`src/rtl/alu_serial_seq_pkg.sv`:
```
// rtl/alu_serial_seq_pkg.sv - opcode constants and FSM state encoding for the bit-serial ALU sequencer
package alu_serial_seq_pkg;

  localparam logic [1:0] OP_PASS = 2'b00;
  localparam logic [1:0] OP_ADD  = 2'b01;
  localparam logic [1:0] OP_AND  = 2'b10;
  localparam logic [1:0] OP_NOT  = 2'b11;

  typedef enum logic [1:0] {
    ST_IDLE  = 2'd0,
    ST_SHIFT = 2'd1,
    ST_DONE  = 2'd2
  } state_t;

endpackage

```
`src/rtl/alu_serial_dp.sv`:
```
// rtl/alu_serial_dp.sv - operand shift registers, carry register, bit counter and result collector
module alu_serial_dp
  import alu_serial_seq_pkg::*;
#(
  parameter int WIDTH = 8,
  parameter int CNT_W = 4
) (
  input  logic             clk,
  input  logic             reset_n,
  input  logic             load,
  input  logic             shift,
  input  logic [1:0]       op,
  input  logic [WIDTH-1:0] a,
  input  logic [WIDTH-1:0] b,
  input  logic             cin_init,
  input  logic             alu_out,
  input  logic             alu_cout,
  output logic             a_bit,
  output logic             b_bit,
  output logic             carry,
  output logic [1:0]       op_q,
  output logic [WIDTH-1:0] result,
  output logic             last
);

  logic [WIDTH-1:0] a_sh;
  logic [WIDTH-1:0] b_sh;
  logic [CNT_W-1:0] cnt;

  always_ff @(posedge clk or negedge reset_n) begin
    if (!reset_n) begin
      a_sh   <= '0;
      b_sh   <= '0;
      result <= '0;
      cnt    <= '0;
      carry  <= 1'b0;
      op_q   <= 2'b00;
    end else if (load) begin
      a_sh  <= a;
      b_sh  <= b;
      op_q  <= op;
      carry <= (op == OP_ADD) ? cin_init : 1'b0;
      cnt   <= '0;
    end else if (shift) begin
      // Slice output enters at the MSB so the LSB-first stream lands in place after WIDTH shifts.
      result <= {alu_out, result[WIDTH-1:1]};
      a_sh   <= {1'b0, a_sh[WIDTH-1:1]};
      b_sh   <= {1'b0, b_sh[WIDTH-1:1]};
      carry  <= (op_q == OP_ADD) ? alu_cout : 1'b0;
      cnt    <= cnt + 1'b1;
    end
  end

  assign a_bit = a_sh[0];
  assign b_bit = b_sh[0];
  assign last  = (cnt == CNT_W'(WIDTH - 1));

endmodule

```
`src/rtl/alu_serial_seq.sv`:
```
// rtl/alu_serial_seq.sv - bit-serial sequencer driving an external 1-bit ALU slice LSB-first
module alu_serial_seq
  import alu_serial_seq_pkg::*;
#(
  parameter int WIDTH = 8,
  parameter int CNT_W = 4
) (
  input  logic             clk,
  input  logic             reset_n,
  input  logic             start,
  input  logic [1:0]       op,
  input  logic [WIDTH-1:0] a,
  input  logic [WIDTH-1:0] b,
  input  logic             cin_init,
  output logic             busy,
  output logic             done,
  output logic [WIDTH-1:0] result,
  output logic             carry_out,
  output logic             alu_a,
  output logic             alu_b,
  output logic             alu_cin,
  output logic [1:0]       alu_c,
  input  logic             alu_out,
  input  logic             alu_cout
);

  state_t     state;
  logic       load;
  logic       shift;
  logic       a_bit;
  logic       b_bit;
  logic       carry;
  logic       last;
  logic [1:0] op_q;

  assign load  = (state == ST_IDLE) && start;
  assign shift = (state == ST_SHIFT);

  alu_serial_dp #(
    .WIDTH(WIDTH),
    .CNT_W(CNT_W)
  ) u_dp (
    .clk      (clk),
    .reset_n  (reset_n),
    .load     (load),
    .shift    (shift),
    .op       (op),
    .a        (a),
    .b        (b),
    .cin_init (cin_init),
    .alu_out  (alu_out),
    .alu_cout (alu_cout),
    .a_bit    (a_bit),
    .b_bit    (b_bit),
    .carry    (carry),
    .op_q     (op_q),
    .result   (result),
    .last     (last)
  );

  always_ff @(posedge clk or negedge reset_n) begin
    if (!reset_n) begin
      state     <= ST_IDLE;
      busy      <= 1'b0;
      done      <= 1'b0;
      carry_out <= 1'b0;
    end else begin
      done <= 1'b0;
      case (state)
        ST_IDLE: begin
          if (start) begin
            state <= ST_SHIFT;
            busy  <= 1'b1;
          end
        end
        ST_SHIFT: begin
          if (last) begin
            state <= ST_DONE;
            busy  <= 1'b0;
          end
        end
        ST_DONE: begin
          done      <= 1'b1;
          carry_out <= (op_q == OP_ADD) ? carry : 1'b0;
          state     <= ST_IDLE;
        end
        default: begin
          state <= ST_IDLE;
          busy  <= 1'b0;
        end
      endcase
    end
  end

  // busy is high exactly while in SHIFT, so it doubles as the slice-drive enable.
  assign alu_a   = busy ? a_bit : 1'b0;
  assign alu_b   = busy ? b_bit : 1'b0;
  assign alu_cin = busy ? carry : 1'b0;
  assign alu_c   = busy ? op_q : 2'b00;

endmodule

```
`config.mk`:
```
export PLATFORM = sky130hd
export DESIGN_NAME = alu_serial_seq
export DESIGN_NICKNAME = d
export VERILOG_FILES = /design/src/rtl/alu_serial_seq_pkg.sv /design/src/rtl/alu_serial_dp.sv /design/src/rtl/alu_serial_seq.sv
export SDC_FILE = /design/constraint.sdc
export NUM_CORES = 1
export LEC_CHECK = 0
export CAP_MARGIN = 20
export CORE_MARGIN = 10
export CORE_UTILIZATION = 43
export CTS_BUF_LIST = sky130_fd_sc_hd__clkbuf_4 sky130_fd_sc_hd__clkbuf_8 sky130_fd_sc_hd__clkbuf_16
export DETAILED_ROUTE_END_ITERATION = 10
export DONT_BUFFER_PORTS = 1
export HOLD_SLACK_MARGIN = 0.12
export SLEW_MARGIN = 10
export SYNTH_ARGS = -nofsm -noshare
export SYNTH_HDL_FRONTEND = slang
export SYNTH_SLANG_ARGS = --single-unit
```
`constraint.sdc`:
```
create_clock -name clk -period 1.6 [get_ports clk]
set_clock_uncertainty 0.2 [all_clocks]
set_input_delay 0.32 -clock clk [delete_from_list [all_inputs] [get_ports clk]]
set_output_delay 0.32 -clock clk [all_outputs]
set_load 0.1 [all_outputs]
```
# Word-level counts from Yosys, hierarchy flattened
# Cells that the tools add are included.
# Widths: inputs -> output; s select.
# totals
reg_bits	36
input_bits	24
output_inout_bits	16
wordCells	48
# classes
n_addsub	1
eq_ne	7
n_mux	22
n_bitwise	2
n_reduce_logical	6
# op_table
op	n
$mux 8	4
$mux 1	11
$mux 4	2
$eq 2x1->1 const B	3
$mux 2	3
$add 4x1->4 const B	1
$eq 4x3->1 const B	1
$pmux 2 s2	1
$reduce_and 2->1	2
$pmux 1 s3	1
$reduce_and 3->1	1
$eq 2x2->1 const B	1
$logic_not 2->1	1
$ne 2x1->1 const B	1
$ne 2x2->1 const B	1
$not 1->1	2
$reduce_bool 2->1	1
$logic_and 1x1->1	1

# Logic depth before layout (Yosys ltp)
# Gate-level depths: netlist (run 1).
# logic_depth
ltp_word	4
depth_mapped	5

# Hierarchy
# A second synthesis (run 1) with hierarchy kept.
# unflattened
cells_unflattened	136
area_unflattened_um2	1626.6
# by_module_without_submodules
module	n_inst	cells_each	area_per_inst_um2	seq_area_each_um2
alu_serial_dp	1	115	1378.8	775.7
alu_serial_seq	1	21	247.7	125.1

# Worst setup path before layout (run 1)
# No wires, ideal clock.
# synth_path
path_kind	register -> output
from	register busy
to	output alu_a
arrival_ns	1.835
required_time_ns	1.080
setup_slack_ns	-0.755
stages_incl_launch_ff	2
cell_sequence	dfrtp_1 > and2_1
# synth_via
elab_chain_len	1
# synth_rtl
element	line_no	source
start, declared	alu_serial_seq.sv:15	output logic busy,
start signal, assigned	alu_serial_seq.sv:64	busy <= 1'b0;
start signal, assigned	alu_serial_seq.sv:73	busy <= 1'b1;
start signal, assigned	alu_serial_seq.sv:79	busy <= 1'b0;
$mux 1	alu_serial_seq.sv:96	assign alu_a = busy ? a_bit : 1'b0;
end, declared	alu_serial_seq.sv:19	output logic alu_a,
# No other way between the ends.

# Worst setup path in the final report (run 1)
# Ends and elaborated chain as after synthesis.

==> results of run 1 <==
## per-layer routing
layer / share of wire / track usage / vias up
li1: - / - / 581
met1: 0.44 / 0.1545 / 594
met2: 0.47 / 0.1830 / 46
met3: 0.069 / 0.04454 / 4
met4: 0.012 / 0.05634 / 0
met5: 0 / 0 / -
## cells in the final DEF (no fill, tap or decap), types with 2 or more instances in the layout
cell	count
inv_1	2
nand3_1	3
a22o_1	2
nor2_1	3
a22oi_1	14
buf_12	3
mux2_4	2
nor2b_1	6
a21oi_1	3
dlygate4sd3_1	23
mux2_2	9
o21ai_0	16
dfrtp_1	35
and2_4	6
buf_4	18
clkbuf_4	7
a31oi_1	2
nand2_1	18
## state kept, by name (all words and copies together) (netlist names)
name and count:
u_dp.cnt 4, u_dp.result 8, u_dp.b_sh 8, carry_out 1, done 1, u_dp.carry 1
state 2, u_dp.op_q 2, u_dp.a_sh 8, busy 1
## power breakdown
group	total [mW]	leakage, nW	internal [mW]	switching (mW)
registers	1.50	0.455	1.27	0.223
clock network	0.523	0.0394	0.251	0.272
logic	2.70	0.427	0.830	1.87
## synthesized netlist by cell type
master	count
a21oi_1	3
a22o_1	2
a22oi_1	14
a31o_2	1
a31oi_1	2
a32o_1	1
and2_1	5
and2_4	1
buf_2	5
buf_4	1
clkbuf_1	3
dfrtp_1	36
ha_1	1
inv_1	2
mux2_2	9
mux2_4	2
nand2_1	18
nand2b_1	1
nand3_1	3
nand3b_1	1
nand4b_1	1
nor2_1	3
nor2b_1	6
o21ai_0	16
o21bai_1	1
o22ai_1	1
or3_1	1
## cell families after synthesis
family | Yosys count
multiplexers | 11
AND/OR/NAND/NOR | 40
adder cells (fa/ha/maj) | 1
flip-flops | 36
AO/OA/AOI/OAI | 41
buffers and inverters | 11
## what timing repair did
action	4_1_cts	5_1_grt
gates cloned	0	0
hold buffers	24	0
resized for setup	0	2
hold endpoints to repair	56	0
setup buffers	1	0
setup endpoints to repair	6	9
pin swaps	1	0
## area by class of cell
cell class,count,area (sq um),area share
Sequential cell,36,904.6,0.4316
Clock buffer,8,66.31,0.03164
Inverter,2,7.507,0.003582
Timing Repair Buffer,45,436.7,0.2084
Multi-Input combinational cell,93,623.1,0.2973
Tap cell,46,57.56,0.02746
## through the flow
stage / TNS, ns / utilization / setup slack [ns] / area [sq um] / hold WS, ns
after floorplan: 0 / - / 0.05812 / 1575 / -0.1756
after global placement: 0 / 0.5165 / 0.1613 / 1764 / -0.1743
after detailed placement: 0 / 0.5165 / 0.06834 / 1764 / -0.1742
after CTS: -0.2980 / 0.6114 / -0.05977 / 2088 / 0.1728
after global routing: -0.5165 / 0.6136 / -0.09683 / 2096 / 0.1387
final: -0.1594 / 0.6136 / -0.03503 / 2096 / 0.1577
## final timing paths
kind / start / endpoint / cells past startpoint
max: busy / alu_a / 1
min: start / u_dp.a_sh[2] / 4
max reg2reg: state[0] / u_dp.carry / 5
min reg2reg: u_dp.a_sh[0] / u_dp.a_sh[0] / 2
max in group asynchronous: reset_n / busy / 2
min in group asynchronous: reset_n / u_dp.b_sh[3] / 2
==> results by group, run 1 <==
Flow run
  – Maxcap violations: 0

Yosys
  – Post-Syn Nets: between 150 and 200
  – Gate Count Post-Synth: 140
  – Seq/Total Area, Yosys: 0.5778
  – Simple-Gate Fraction of Synth Area: 0.1284
  – XOR/XNOR Fraction of Synth Area: 0
  – Post-synthesis cell area: about 1600 sq um
  – Adder-cell share of the synthesized area: 0.008026
  – Post-synth top area cell: dfrtp_1
  – Synth Register Bits: 36
  – Top cells by area in the synthesized netlist: dfrtp_1 58%, a22oi_1 6.7%, mux2_2 6.5%
  – Main combinational cell family by area after synthesis: compound AO/OA/AOI/OAI gates
  – Share of the synthesized area in the top cell type: 0.5778
  – Synth unique cells: 27
  – Yosys warns: 0
  – Avg Inst Size Synth: 11.14 sq um
  – Compound-Gate Fraction of Synth Area: 0.1685
  – Mux contribution to synthesized area: 0.08427

Route
  – Iter 0 DRT Violations: between 70 and 80
  – DRC Markers: 0
  – Post-route ant nets: 0
  – Vias/cell: between 5 and 6
  – Wirelength per Cell: roughly 16 um
  – Total Wirelength: ~3700 um
  – DRT Pass-1 Iters: 4
  – Vias: about 1200

Cells and area
  – Area growth syn-to-layout: 34.43%
  – Fin cells: 230
  – Layout cells sized above 1: 0.2717
  – Diodes inserted: 0
  – Fill count: roughly 290
  – Nets: 208

Die
  – Initial Utilization: 0.4564
  – Chip Width: 80.21 um
  – Core area: approximately 3400 sq um
  – Die area: 6434 sq um
  – # IOs: 40
  – FP Rows: 21
  – Die Y: around 80 um

Pwr
  – Leak pwr: just over 0.9 nW
  – Power Density: approximately 2300 nW/um^2
  – Largest vdd supply drop: approximately 880 uV
  – Overall power: around 4.7 mW

Global routing
  – Vias in the first global route: around 1200
  – Initial antenna violation count: 0
  – Overall Global Routing Usage: 0.1228
  – First-pass GRT wire length: between 6000 and 7000 um
  – Gr ovfl total: 0
  – Largest net degree at the start of global routing: 37

Clocking
  – CTS Buf Count: 5
  – CTS sink count: 36
  – CTS tree: yes
  – Clk pin slew, worst setup/hold paths: around 0.11 ns
  – Clk root buf: clkbuf_4
  – Worst-Skew Late Latency: about 0.32 ns
  – CTS H-Tree Depth: 2
  – Clock Tree Buf Depth: 2

Setup path
  – Critical path arrival: 1.12 ns
  – Worst-path maximum fanout: 7
  – Worst endpoint required time: 1.08 ns
  – Crit path max-delay cell type: dfrtp_4
  – Setup CP Type: flop to output pin
  – Crit-path max cell delay: around 0.46 ns
  – Critical path buffers and inverters: 0
  – R2R Setup Slk: about 0.09 ns
  – CP Launch Type: flop
  – CP Cell Sequence: and2_4
  – Top Family by Delay on Critical Path: flip-flops
  – Crit end category: output pin

STA
  – Tmin final: roughly 1.6 ns
  – Slew Viols, Final: 0
  – Final setup fails: 5
  – Final hold vios: 0
  – Max Freq: ~610 MHz
  – Final period utilization: 1.022
  – PnR worst setup slack: -0.03503 ns
  – RSZ-0062 raised after global routing: true
  – Slew headroom: 0.8008
  – Worst-Margin Slew: between 0.2 and 0.3 ns

Placed design
  – Routability cong.: between 0.8 and 0.9
  – Placed cells: 197
  – Detail Placement HPWL: 2646 um
  – I/O Buffers: 0

Worst hold path
  – Worst hold path class: input port to flop

Status
  – Outcome: finished with violations
  – Failing checks: negative setup slack
Power figures use the tool's default switching activity.
==> run 2, diff against run 1 <==
- CELL_PAD_IN_SITES_DETAIL_PLACEMENT: unset -> 0
- CELL_PAD_IN_SITES_GLOBAL_PLACEMENT: unset -> 1
- PLACE_DENSITY_LB_ADDON: unset -> 0.1
==> run 2 against run 1 <==
Against the previous run: the flow still finishes with violations (negative setup slack); routed wire length shrank 2.9%; combinational power shrank 3%; flip-flop and latch count is the same; non-clock buffer count shrank 2; sequential power is essentially flat; fmax shrank 1.7%; utilization shrank 0.66 points; largest cell class unchanged.
==> results by group, run 2 (synthesis gave the netlist of run 1 again) <==
Cells and area
  – Most frequent cells in the layout: 35 x dfrtp_1, 23 x dlygate4sd3_1, 18 x nand2_1, 17 x buf_4, 16 x o21ai_0
  – Area growth syn-to-layout: 32.99%
  – Most common cell after layout, fill and taps aside: dfrtp_1
  – Layout cells sized above 1: 0.2582
  – Nets: a little over 200
  – Fill count: about 300
  – Final core occ: 0.6070
  – Fin cells: approximately 230
  – Top flop regs: u_dp.a_sh: 8 flops, u_dp.b_sh: 8 flops, u_dp.result: 8 flops
  – Diodes inserted: 0

Setup path
  – Crit path launch: busy
  – CP Cell Sequence: and2_4
  – Levels on crit path: 1
  – Critical path arrival: between 1 and 1.5 ns
  – Top Family by Delay on Critical Path: flip-flops
  – CP Launch Type: flop
  – Critical path buffers and inverters: 0
  – Crit end category: output pin
  – R2R Setup Slk: 0.11 ns
  – Worst-path maximum fanout: 7
  – Crit path max-delay cell type: dfrtp_4
  – Reg2Reg Depth: 3
  – Crit-path max cell delay: between 0.4 and 0.5 ns
  – Worst R2R End: u_dp.result[0]
  – Setup CP Type: flop to output pin
  – CP endpoint: alu_a
  – Worst endpoint required time: about 1.1 ns
  – Reg-to-reg startpoint: state[0]

Route
  – Wirelength per Cell: 15.62 um
  – Iter 0 DRT Violations: 51
  – DRC Markers: 0
  – DRT Pass-1 Iters: 5
  – Post-route ant nets: 0
  – Total Wirelength: approximately 3600 um
  – Vias: about 1200
  – Vias/cell: around 5.2

Die
  – # IOs: 40
  – Die area: between 6000 and 7000 sq um
  – Die Y: 80.21 um
  – Core area: 3416 sq um
  – Chip Width: 80.21 um
  – Initial Utilization: 0.4564
  – FP Rows: 21

STA
  – Worst-Margin Slew: just under 0.3 ns
  – Tmin final: 1.663 ns
  – Max Freq: approximately 600 MHz
  – Setup_tns: -0.3336 ns
  – Slew headroom: 0.8032
  – Final setup fails: 6
  – Final period utilization: 1.039
  – PnR worst setup slack: -0.06281 ns
  – Final hold vios: 0
  – Slew Viols, Final: 0
  – RSZ-0062 raised after global routing: true

Status
  – Failing checks: negative setup slack
  – Outcome: finished with violations

Placed design
  – Detail Placement HPWL: ~2400 um
  – Routability cong.: 0.7372
  – Pre-CTS setup slack: approximately 0.11 ns
  – I/O Buffers: 0
  – Placed cells: approximately 200

Clocking
  – Clk root buf: clkbuf_4
  – Clk pin slew, worst setup/hold paths: about 0.10 ns
  – Worst-Skew Late Latency: about 0.34 ns
  – CTS Buf Count: 5
  – Clock Tree Buf Depth: 2
  – CTS tree: yes
  – CTS H-Tree Depth: 2
  – CTS sink count: 36

Global routing
  – Largest net degree at the start of global routing: 37
  – Gr ovfl total: 0
  – Vias in the first global route: 1202
  – Initial antenna violation count: 0
  – Overall Global Routing Usage: 0.1213
  – First-pass GRT wire length: around 6000 um

Pwr
  – Leak pwr: 0.9054 nW
  – Largest vdd supply drop: between 1500 and 2000 uV
  – Overall power: between 4 and 5 mW
  – Power Density: approximately 2200 nW/um^2

Flow run
  – Maxcap violations: 0

Worst hold path
  – Worst hold path class: input port to flop
[run 2: cell count changes in the layout (fill, tap and decap cells not counted)]
cell	before	now
o21bai_1	0	1
buf_4	18	17
o21bai_2	1	0
buf_6	1	0
[run 2: area by class of cell]
class	instances	area (sq um)	area share
flip-flops and latches	36	904.6	0.4363
multi-input cells	93	619.3	0.2987
repair buffers	43	417.9	0.2016
clock buffers	8	66.31	0.03199
well taps	46	57.56	0.02776
inverters	2	7.507	0.003621
[run 2: power by group]
group	internal (mW)	leakage, nW	total [mW]	switching [mW]
sequential	1.27	0.455	1.50	0.226
combinational	0.790	0.411	2.63	1.83
clock	0.251	0.0394	0.536	0.286
[run 2: per-layer routing]
| metal | vias up | routed length [um] | part of all wire | GRT usage |
|---|---|---|---|---|
| met5 | - | 0 | 0 | 0 |
| met4 | 0 | 39 | 0.011 | 0.04225 |
| met3 | 5 | 312 | 0.088 | 0.06793 |
| met2 | 38 | 1548 | 0.43 | 0.1693 |
| met1 | 564 | 1660 | 0.47 | 0.1528 |
| li1 | 579 | - | - | - |
[run 2: stage by stage]
stage	cell area (sq um)	hold slack [ns]
finish	2073	0.1592
global route	2073	0.1643
global placement	1749	-0.1743
CTS	2073	0.1421
floorplan	1575	-0.1756
detailed placement	1749	-0.1743
[run 2: how the worst min path moves through the flow]
stage	depth (start not counted)	from	end
after floorplan	0	reset_n	carry_out
after global placement	0	reset_n	u_dp.b_sh[1]
after detailed placement	0	reset_n	u_dp.b_sh[0]
after CTS	4	start	u_dp.cnt[3]
after global routing	4	start	u_dp.cnt[3]
final	4	start	u_dp.cnt[3]
[run 2: what timing repair did]
action | in CTS | in global routing
hold buffers | 24 | 0
hold endpoints to repair | 56 | 0
setup endpoints to repair | 6 | 6
setup buffers | 1 | 0
pin swaps | 1 | 1
gates resized for setup | 0 | 0
[run 2: tightest hold or removal path, cell delays in order]
cell and delay (ns):
o21bai_1 0.05, buf_4 0.16, nand2_1 0.06, nand3_1 0.06
==> run 3, diff against run 2 <==
- PLACE_DENSITY: unset -> 0.76
- PLACE_DENSITY_LB_ADDON: 0.1 -> unset
==> run 3 against run 2 <==
Against the previous run: the flow still finishes with violations (negative setup slack); routed wire length is 1.3% lower; utilization fell by 0.15 points; global-route usage decreased by 0.16 points; sequential share of layout area rose by 0.11 points; hold slack improved by 0.018 ns; combinational power hardly changed; die area unchanged; cell count rose by 0.44%; clock-buffer cell count unchanged; flip-flop and latch count stayed put; register-to-register slack barely moved; largest cell class unchanged.
==> results by group, run 3 (synthesis gave the netlist of run 1 again) <==
Route
  – Iter 0 DRT Violations: 70
  – DRT Pass-1 Iters: 4
  – Vias/cell: ~5.3
  – Total Wirelength: 3515 um
  – Post-route ant nets: 0
  – Wirelength per Cell: between 15 and 20 um
  – DRC Markers: 0
  – Vias: about 1200

Clocking
  – Worst-Skew Late Latency: 0.33 ns
  – CTS tree: yes
  – Clk root buf: clkbuf_4
  – CTS H-Tree Depth: 2
  – Clock Tree Buf Depth: 2
  – CTS Buf Count: 5
  – Clk pin slew, worst setup/hold paths: roughly 0.10 ns
  – CTS sink count: 36
  – # resized after CTS: 0

STA
  – Max Freq: 605.5 MHz
  – Final setup fails: 6
  – Final hold vios: 0
  – Tmin final: about 1.7 ns
  – RSZ-0062 raised after global routing: true
  – Slew headroom: 0.8016
  – PnR worst setup slack: -0.05163 ns
  – Final period utilization: 1.032
  – Final hold slack: ~0.18 ns
  – Slew Viols, Final: 0
  – Worst-Margin Slew: approximately 0.30 ns

Pwr
  – Largest vdd supply drop: roughly 830 uV
  – Leak pwr: 0.9080 nW
  – Power Density: ~2300 nW/um^2

Die
  – Die area: between 6000 and 7000 sq um
  – Die Y: 80.21 um
  – Chip Width: ~80 um
  – # IOs: 40
  – FP Rows: 21
  – Initial Utilization: 0.4564
  – Core area: 3416 sq um

Cells and area
  – Area growth syn-to-layout: 32.66%
  – Most common cell after layout, fill and taps aside: dfrtp_1
  – Design Area, Final: between 2000 and 2500 sq um
  – Layout cells sized above 1: 0.2623
  – Fin cells: around 230
  – Nets: 207
  – Top flop regs: u_dp.a_sh: 8 flops, u_dp.b_sh: 8 flops, u_dp.result: 8 flops
  – Diodes inserted: 0
  – Most frequent cells in the layout: 35 x dfrtp_1, 23 x dlygate4sd3_1, 19 x buf_4, 18 x nand2_1, 16 x o21ai_0

Placed design
  – Placed cells: roughly 200
  – Pre-CTS setup slack: ~0.14 ns
  – Routability cong.: 0.8090
  – I/O Buffers: 0
  – DP Area: around 1700 sq um
  – Detail Placement HPWL: 2521 um

Global routing
  – Vias in the first global route: 1263
  – Overall Global Routing Usage: 0.1197
  – Largest net degree at the start of global routing: 37
  – First-pass GRT wire length: roughly 6100 um
  – Gr ovfl total: 0
  – Initial antenna violation count: 0

Setup path
  – Crit path max-delay cell type: dfrtp_4
  – Levels on crit path: 1
  – Top Family by Delay on Critical Path: flip-flops
  – Worst R2R End: u_dp.result[0]
  – R2R Setup Slk: 0.12 ns
  – Worst-path maximum fanout: 7
  – Reg2Reg Depth: 3
  – Crit end category: output pin
  – Worst endpoint required time: ~1.1 ns
  – Critical path buffers and inverters: 0
  – Reg-to-reg startpoint: state[1]
  – Crit-path max cell delay: between 0.4 and 0.5 ns
  – Critical path arrival: about 1.1 ns
  – Setup CP Type: flop to output pin
  – CP Cell Sequence: and2_4
  – CP Launch Type: flop

Worst hold path
  – Worst Hold End: u_dp.b_sh[3]
  – Min-Delay Startpoint: start
  – Worst hold path class: input port to flop
  – Hold path cells: 4

Status
  – Outcome: finished with violations
  – Failing checks: negative setup slack

Flow run
  – Maxcap violations: 0
run 3: cell count changes in the layout (fill, tap and decap cells not counted):
cell    before  now
buf_12       3    2
buf_4       17   19
run 3: layout make-up:
cell class,count,area [sq um]
Fill cell,292,1348
Clock buffer,8,66.31
Sequential cell,36,904.6
Multi-Input combinational cell,93,619.3
Inverter,2,7.507
Timing Repair Buffer,44,412.9
Tap cell,46,57.56
run 3: worst max path at each step:
stage	from	to	slack [ns]
6_report	busy	alu_c[1]	-0.05
5_1_grt	busy	alu_cin	-0.10
4_1_cts	busy	alu_b	-0.07
3_5_place_dp	state[1]	u_dp.result[0]	0.14
3_3_place_gp	state[1]	u_dp.result[7]	0.19
2_1_floorplan	busy	alu_a	0.06
run 3: through the flow:
step / power, mW / utilization / setup TNS (ns)
floorplan: 3.587 / - / 0
global placement: 4.008 / 0.5106 / 0
detailed placement: 4.087 / 0.5106 / 0
CTS: 4.708 / 0.6055 / -0.3993
global route: 4.957 / 0.6055 / -0.5497
finish: 4.656 / 0.6055 / -0.2720
run 3: repair_timing:
item | 4_1_cts | 5_1_grt
endpoints found under the setup margin | 6 | 6
hold buffers | 24 | 0
buffers inserted | 1 | 0
pin swaps | 1 | 1
gates cloned | 0 | 0
endpoints found under the hold margin | 56 | 0
run 3: where the power goes:
group	internal (mW)	leakage (nW)	switching, mW
logic	0.785	0.414	1.85
clock network	0.251	0.0394	0.273
registers	1.27	0.455	0.223
run 3: metal layers:
layer  up-vias  track usage  wire length, um
met5         -            0                0
met4         0      0.04225               53
met3         5      0.05234              304
met2        34       0.1814             1718
met1       591       0.1475             1438
li1        584            -                -
run 3: tightest hold or removal path, stage by stage:
cell and delay, ns:
o21bai_1 0.06, buf_4 0.17, nand2_1 0.06, o21ai_0 0.06
